===== src/rtl/servo_pwm_driver.sv =====
// servo_pwm_driver
//   PWM generator for the pen-lift servo. Holds a pulse width that ramps by
//   STEP once per PWM period towards the end-stop chosen by servo_dir, and
//   reports when either end-stop is reached. All state advances only on
//   cycles where clk_en is high.
//
// Ports
//   clk        system clock
//   reset      asynchronous active-low reset
//   clk_en     module enabling tick
//   servo_dir  direction command (UP / DOWN / STAY; other codes act as STAY)
//   pwm_out    registered PWM output
//   width      current pulse width in ticks
//   at_up      width is at the pen-up end-stop
//   at_down    width is at the pen-down end-stop

package servo_pwm_pkg;
    typedef enum logic [1:0] {
        SERVO_DIR_STAY = 2'd0,
        SERVO_DIR_UP   = 2'd1,
        SERVO_DIR_DOWN = 2'd2
    } ServoDir_t;
endpackage

module servo_pwm_driver
    import servo_pwm_pkg::*;
#(
    parameter int PERIOD_TICKS = 2000,
    parameter int WIDTH_UP     = 100,
    parameter int WIDTH_DOWN   = 200,
    parameter int STEP         = 4,
    parameter int CNT_W        = 16
) (
    input  logic             clk,
    input  logic             reset,
    input  logic             clk_en,
    input  ServoDir_t        servo_dir,
    output logic             pwm_out,
    output logic [CNT_W-1:0] width,
    output logic             at_up,
    output logic             at_down
);

    localparam logic [CNT_W-1:0] P_LAST = CNT_W'(PERIOD_TICKS - 1);
    localparam logic [CNT_W-1:0] W_UP   = CNT_W'(WIDTH_UP);
    localparam logic [CNT_W-1:0] W_DOWN = CNT_W'(WIDTH_DOWN);

    // One extra bit so width-STEP going negative and width+STEP carrying
    // out are both visible before saturation.
    localparam logic [CNT_W:0] STEP_X   = (CNT_W+1)'(STEP);
    localparam logic [CNT_W:0] W_UP_X   = (CNT_W+1)'(WIDTH_UP);
    localparam logic [CNT_W:0] W_DOWN_X = (CNT_W+1)'(WIDTH_DOWN);

    typedef enum logic [1:0] {
        HOLD      = 2'd0,
        RAMP_UP   = 2'd1,
        RAMP_DOWN = 2'd2
    } state_t;

    state_t           state, state_nxt;
    logic [CNT_W-1:0] cnt, cnt_nxt;
    logic [CNT_W-1:0] width_q, width_nxt;
    logic             pwm_q;
    logic             boundary;

    logic [CNT_W:0]   dn_sum, up_sum;
    logic [CNT_W-1:0] dn_sat, up_sat;

    // Boundary = the enabled cycle on which the counter wraps to 0. Width and
    // direction only change here so every period carries one fixed width.
    assign boundary = clk_en && (cnt == P_LAST);

    // Saturating step towards each end-stop. RAMP_UP narrows the pulse
    // (pen up uses the shorter width), RAMP_DOWN widens it.
    assign dn_sum = {1'b0, width_q} - STEP_X;
    assign up_sum = {1'b0, width_q} + STEP_X;

    always_comb begin
        dn_sat = dn_sum[CNT_W-1:0];
        if (dn_sum[CNT_W] || (dn_sum < W_UP_X))
            dn_sat = W_UP;
        up_sat = up_sum[CNT_W-1:0];
        if (up_sum > W_DOWN_X)
            up_sat = W_DOWN;
    end

    // Counter next value, independent of clk_en (gated at the register).
    always_comb begin
        cnt_nxt = cnt + CNT_W'(1);
        if (cnt == P_LAST)
            cnt_nxt = '0;
    end

    // Next-state / next-width. Entering a ramp state applies its first
    // step on the same boundary, so width follows state_nxt, not state.
    always_comb begin
        state_nxt = state;
        width_nxt = width_q;
        if (boundary) begin
            case (servo_dir)
                SERVO_DIR_UP:   state_nxt = RAMP_UP;
                SERVO_DIR_DOWN: state_nxt = RAMP_DOWN;
                default:        state_nxt = HOLD;
            endcase
            case (state_nxt)
                RAMP_UP:   width_nxt = dn_sat;
                RAMP_DOWN: width_nxt = up_sat;
                default:   width_nxt = width_q;
            endcase
        end
    end

    always_ff @(posedge clk or negedge reset) begin
        if (!reset) begin
            state   <= HOLD;
            cnt     <= '0;
            width_q <= W_DOWN;
            pwm_q   <= 1'b0;
        end else if (clk_en) begin
            state   <= state_nxt;
            cnt     <= cnt_nxt;
            width_q <= width_nxt;
            // Compare against the values the registers are about to take,
            // so the pin lines up with the counter and the new width covers
            // the whole period starting at the wrap.
            pwm_q   <= (cnt_nxt < width_nxt);
        end
    end

    assign pwm_out = pwm_q;
    assign width   = width_q;
    assign at_up   = (width_q == W_UP);
    assign at_down = (width_q == W_DOWN);

endmodule


===== config.mk =====
export PLATFORM = sky130hd
export DESIGN_NAME = servo_pwm_driver
export DESIGN_NICKNAME = d
export VERILOG_FILES = /design/src/rtl/servo_pwm_driver.sv
export SDC_FILE = /design/constraint.sdc
export NUM_CORES = 1
export LEC_CHECK = 0
export ABC_AREA = 1
export CORE_MARGIN = 5
export CORE_UTILIZATION = 40
export DETAILED_ROUTE_END_ITERATION = 12
export PLACE_DENSITY = 0.67
export SETUP_SLACK_MARGIN = 0.1
export SLEW_MARGIN = 10
export SYNTH_ARGS = -nofsm -noshare
export SYNTH_HDL_FRONTEND = slang
export SYNTH_SLANG_ARGS = --single-unit

===== constraint.sdc =====
create_clock -name clk -period 8.4 [get_ports clk]
set_clock_uncertainty 0.15 [all_clocks]
set_input_delay 1.68 -clock clk [delete_from_list [all_inputs] [get_ports clk]]
set_output_delay 1.68 -clock clk [all_outputs]
set_load 0.01 [all_outputs]

==> metrics.md <==
| Metric | Value |
|---|---|
| Cell Pwr Density | approximately 130 nW/µm² |
| EDFF count, synth | 0 |
| CP Buf/Inv Count | 2 |
| CTS HTree Levels | 2 |
| Mapped Cells | 464 |
| Antenna diodes | 0 |
| Final GP Congestion | 0.905 |
| Drt wl/cell | 12.7 µm |
| Worst path max stage delay | 0.99 ns |
| Mapped Nets | 491 |
| Die Y | 97.1 µm |
| DP Wirelength | ~6000 µm |
| Final worst path period need | 4.62 ns |
| Buffers on Ports | 23 |
| Hold-critical path depth | 2 |
| I/O pins | 24 |
| Reg power frac | 0.423 |
| CP startpoint | clk_en |
| Largest cells by area after synthesis | dfrtp_1, nand2_1, ha_1, inv_1, nor2_1 |
| Initial Utilization | 0.414 |
| Dpl cells | between 500 and 600 |
| Initial antenna violation count | 0 |
| Slew headroom | 0.466 |
| Pin count of the biggest net entering global routing | 34 |
| CTS buffer count | 5 |
| Fmax | 216 MHz |
| CP endpoint kind | flip-flop |
| Final Power | approximately 460 µW |
| Seq/Total Area, Yosys | 0.274 |
| CP Capture Point | pwm_out$_DFFE_PN0P_ |
| CTS resizes | 0 |
| ANT nets after route | 0 |
| Crit path kind | in -> reg |
| Worst-Skew Late Latency | 0.29 ns |
| Grt ovf | 0 |
| Layout Utilization | 0.473 |
| Asr flop ratio synth | 1.00 |
| Int Power | 317 µW |
| #FFs+latches synth | 33 |
| TritonCTS clock tree | done |
| Synth warnings | 0 |
| Total negative slack | 0 ns |
| RR Endpoint | pwm_out$_DFFE_PN0P_ |
| Top-area cell type share of the netlist area | 0.248 |
| Clk buf depth | 2 |
| Final setup viols | 0 |
| Worst-Margin Slew | 0.799 ns |
| Sw power | 146 µW |
| Global-route wire length before repair | 12900 µm |
| Vias in the first global route | 2745 |
| Status | completed |
| R2r setup slk | approximately 5 ns |
| Crit-path leading delay family | buffers and inverters |
| Pre-antenna DRT Iters | 4 |
| Clk root buf | clkbuf_8 |
| Core footprint | 7330 µm² |
| Syn Area/Cell | between 6 and 7 µm² |
| Arrival @ worst endpoint | 4.70 ns |
| Critical path depth | 11 |
| RSZ-0062 raised after global routing | no |
| Postcts setup bufs | 0 |
| CP Launch Type | primary input |
| CTS clk-pin slew, worst paths | approximately 0.07 ns |
| Gr usage total | 0.162 |
| CP required | 8.48 ns |
| Peak supply drop | 126 µV |
| CP max-delay cell | clkdlybuf4s50_1 |
| Area grow syn2layout | 14.4% |
| Chip Width | 97.1 µm |
| Max-slew violation count | 0 |
| Max-cap violations | 0 |
| Sw Ratio | 0.315 |
| Post-synth top area cell | dfrtp_1 |
| Period utilization | 0.550 |
| Count of cell types in the netlist | 34 |
| Critical path fanouts, max | 26 |
| Layout cells sized above 1 | 0.0818 |
| Vias per cell | roughly 5.0 |
| Hold buffers post-CTS | 0 |
| Non-Filler Instances | just under 600 |
| RR Startpoint | width[2]$_DFFE_PN0P_ |
| Starting DRT DRC Count | 89 |
| Critical Path, Cell by Cell | clkdlybuf4s50_1 -> nand4_1 -> o21ai_0 -> ha_1 -> nand2_1 -> inv_1 -> nand3_1 -> o221ai_1 -> nor2_1 -> nand2_1 -> nand2_1 |
| Part of the power in combinational logic | 0.242 |
| Ys flop type | dfrtp_1 |
| Die area | 9420 µm² |
| Total Wirelength | 7470 µm |
| Worst path most repeated cell | nand2_1 |
| Min Hold Slack | roughly 0.35 ns |
| Residual DRC | 0 |
| Worst min path class | reg -> reg |
| Fin nets | around 520 |
| Final hold violations | 0 |
| Leakage | 0.00170 µW |
| Cell Area, Synth | 3030 µm² |
| Register-to-Register Path Depth | 21 |
| Total number of vias | ~2.9k |
| Row count | 31 |
| Num Clock Sinks | 33 |
| Clock share of power | 0.335 |
-- tightest hold or removal path: cells and delay by family, from the launching register on --
kind             cells  cell delay (ns)
flip-flops           1             0.36
AND/OR/NAND/NOR      2             0.11
-- state kept, by name, indices dropped and copies added (netlist names) --
name     cells
width       16
pwm_out      1
cnt         16
-- how the worst min path moves through the flow --
stage,start,to,slack (ns)
after floorplan,cnt[5]$_DFFE_PN0P_,cnt[5]$_DFFE_PN0P_,0.32
final,pwm_out$_DFFE_PN0P_,pwm_out$_DFFE_PN0P_,0.35
after global placement,pwm_out$_DFFE_PN0P_,pwm_out$_DFFE_PN0P_,0.33
after CTS,pwm_out$_DFFE_PN0P_,pwm_out$_DFFE_PN0P_,0.35
after global routing,pwm_out$_DFFE_PN0P_,pwm_out$_DFFE_PN0P_,0.42
after detailed placement,pwm_out$_DFFE_PN0P_,pwm_out$_DFFE_PN0P_,0.33
-- power groups by stage --
stage	combinational [µW]	sequential, µW	clock [µW]
2_1_floorplan	86.5	194	0
3_3_place_gp	112	198	0
3_5_place_dp	113	198	0
4_1_cts	114	195	158
5_1_grt	134	198	167
6_report	112	196	155
-- cells in the mapped netlist, types with 3 or more instances --
| cell type | number |
|---|---|
| o21ai_0 | 34 |
| o21ai_1 | 4 |
| nand3_1 | 25 |
| dfstp_2 | 3 |
| nor2_4 | 7 |
| nand4_1 | 18 |
| nand2_2 | 4 |
| inv_2 | 5 |
| nor4_1 | 3 |
| dfrtp_1 | 30 |
| a21oi_1 | 9 |
| inv_1 | 66 |
| nor3_1 | 5 |
| xor2_1 | 12 |
| clkbuf_1 | 3 |
| nor2_2 | 4 |
| nand3_2 | 5 |
| ha_1 | 22 |
| nand2_1 | 136 |
| nor2_1 | 51 |
-- stage by stage --
stage | setup WS [ns] | cell area, µm²
after floorplan | 4.73 | 3030
after global placement | 3.57 | 3350
after detailed placement | 3.45 | 3350
after CTS | 3.76 | 3470
after global routing | 3.36 | 3470
final | 3.78 | 3470
-- cell type report --
type | instances | area (µm²)
Fill cell | 752 | 3860
Multi-Input combinational cell | 353 | 1900
Sequential cell | 33 | 830
Inverter | 71 | 267
Timing Repair Buffer | 24 | 238
Tap cell | 99 | 124
Clock buffer | 7 | 86.3
Clock inverter | 1 | 30.0
-- placed cells by master, fill, tap and decap left out, types with 4 or more instances in the layout --
cell,netlist,routed
nor2_1,51,51
o21ai_1,4,4
nand2_2,4,4
nor2_2,4,4
dfrtp_1,30,30
nand3_2,5,5
a21oi_1,9,9
inv_1,66,66
xor2_1,12,12
nand4_1,18,18
ha_1,22,22
inv_2,5,5
nor3_1,5,5
nand2_1,136,136
clkbuf_8,0,6
nor2_4,7,7
nand3_1,25,25
clkdlybuf4s50_1,0,23
o21ai_0,34,34
-- layer usage --
layer | routed length (µm) | vias up | global-route usage
li1 | - | 1545 | -
met1 | 3560 | 1333 | 0.224
met2 | 3500 | 51 | 0.265
met3 | 305 | 10 | 0.0251
met4 | 103 | 0 | 0.0410
met5 | 0 | - | 0
-- cells by family (layout without fill, tap and decap cells) --
family                   after synthesis  count (layout)  share of synthesized area
buffers and inverters                 78             103                      0.101
flip-flops                            33              33                      0.274
AND/OR/NAND/NOR                      264             264                      0.402
adder cells (fa/ha/maj)               22              22                     0.0908
XOR/XNOR                              13              13                     0.0376
AO/OA/AOI/OAI                         54              54                     0.0949
Power figures use the tool's default switching activity.
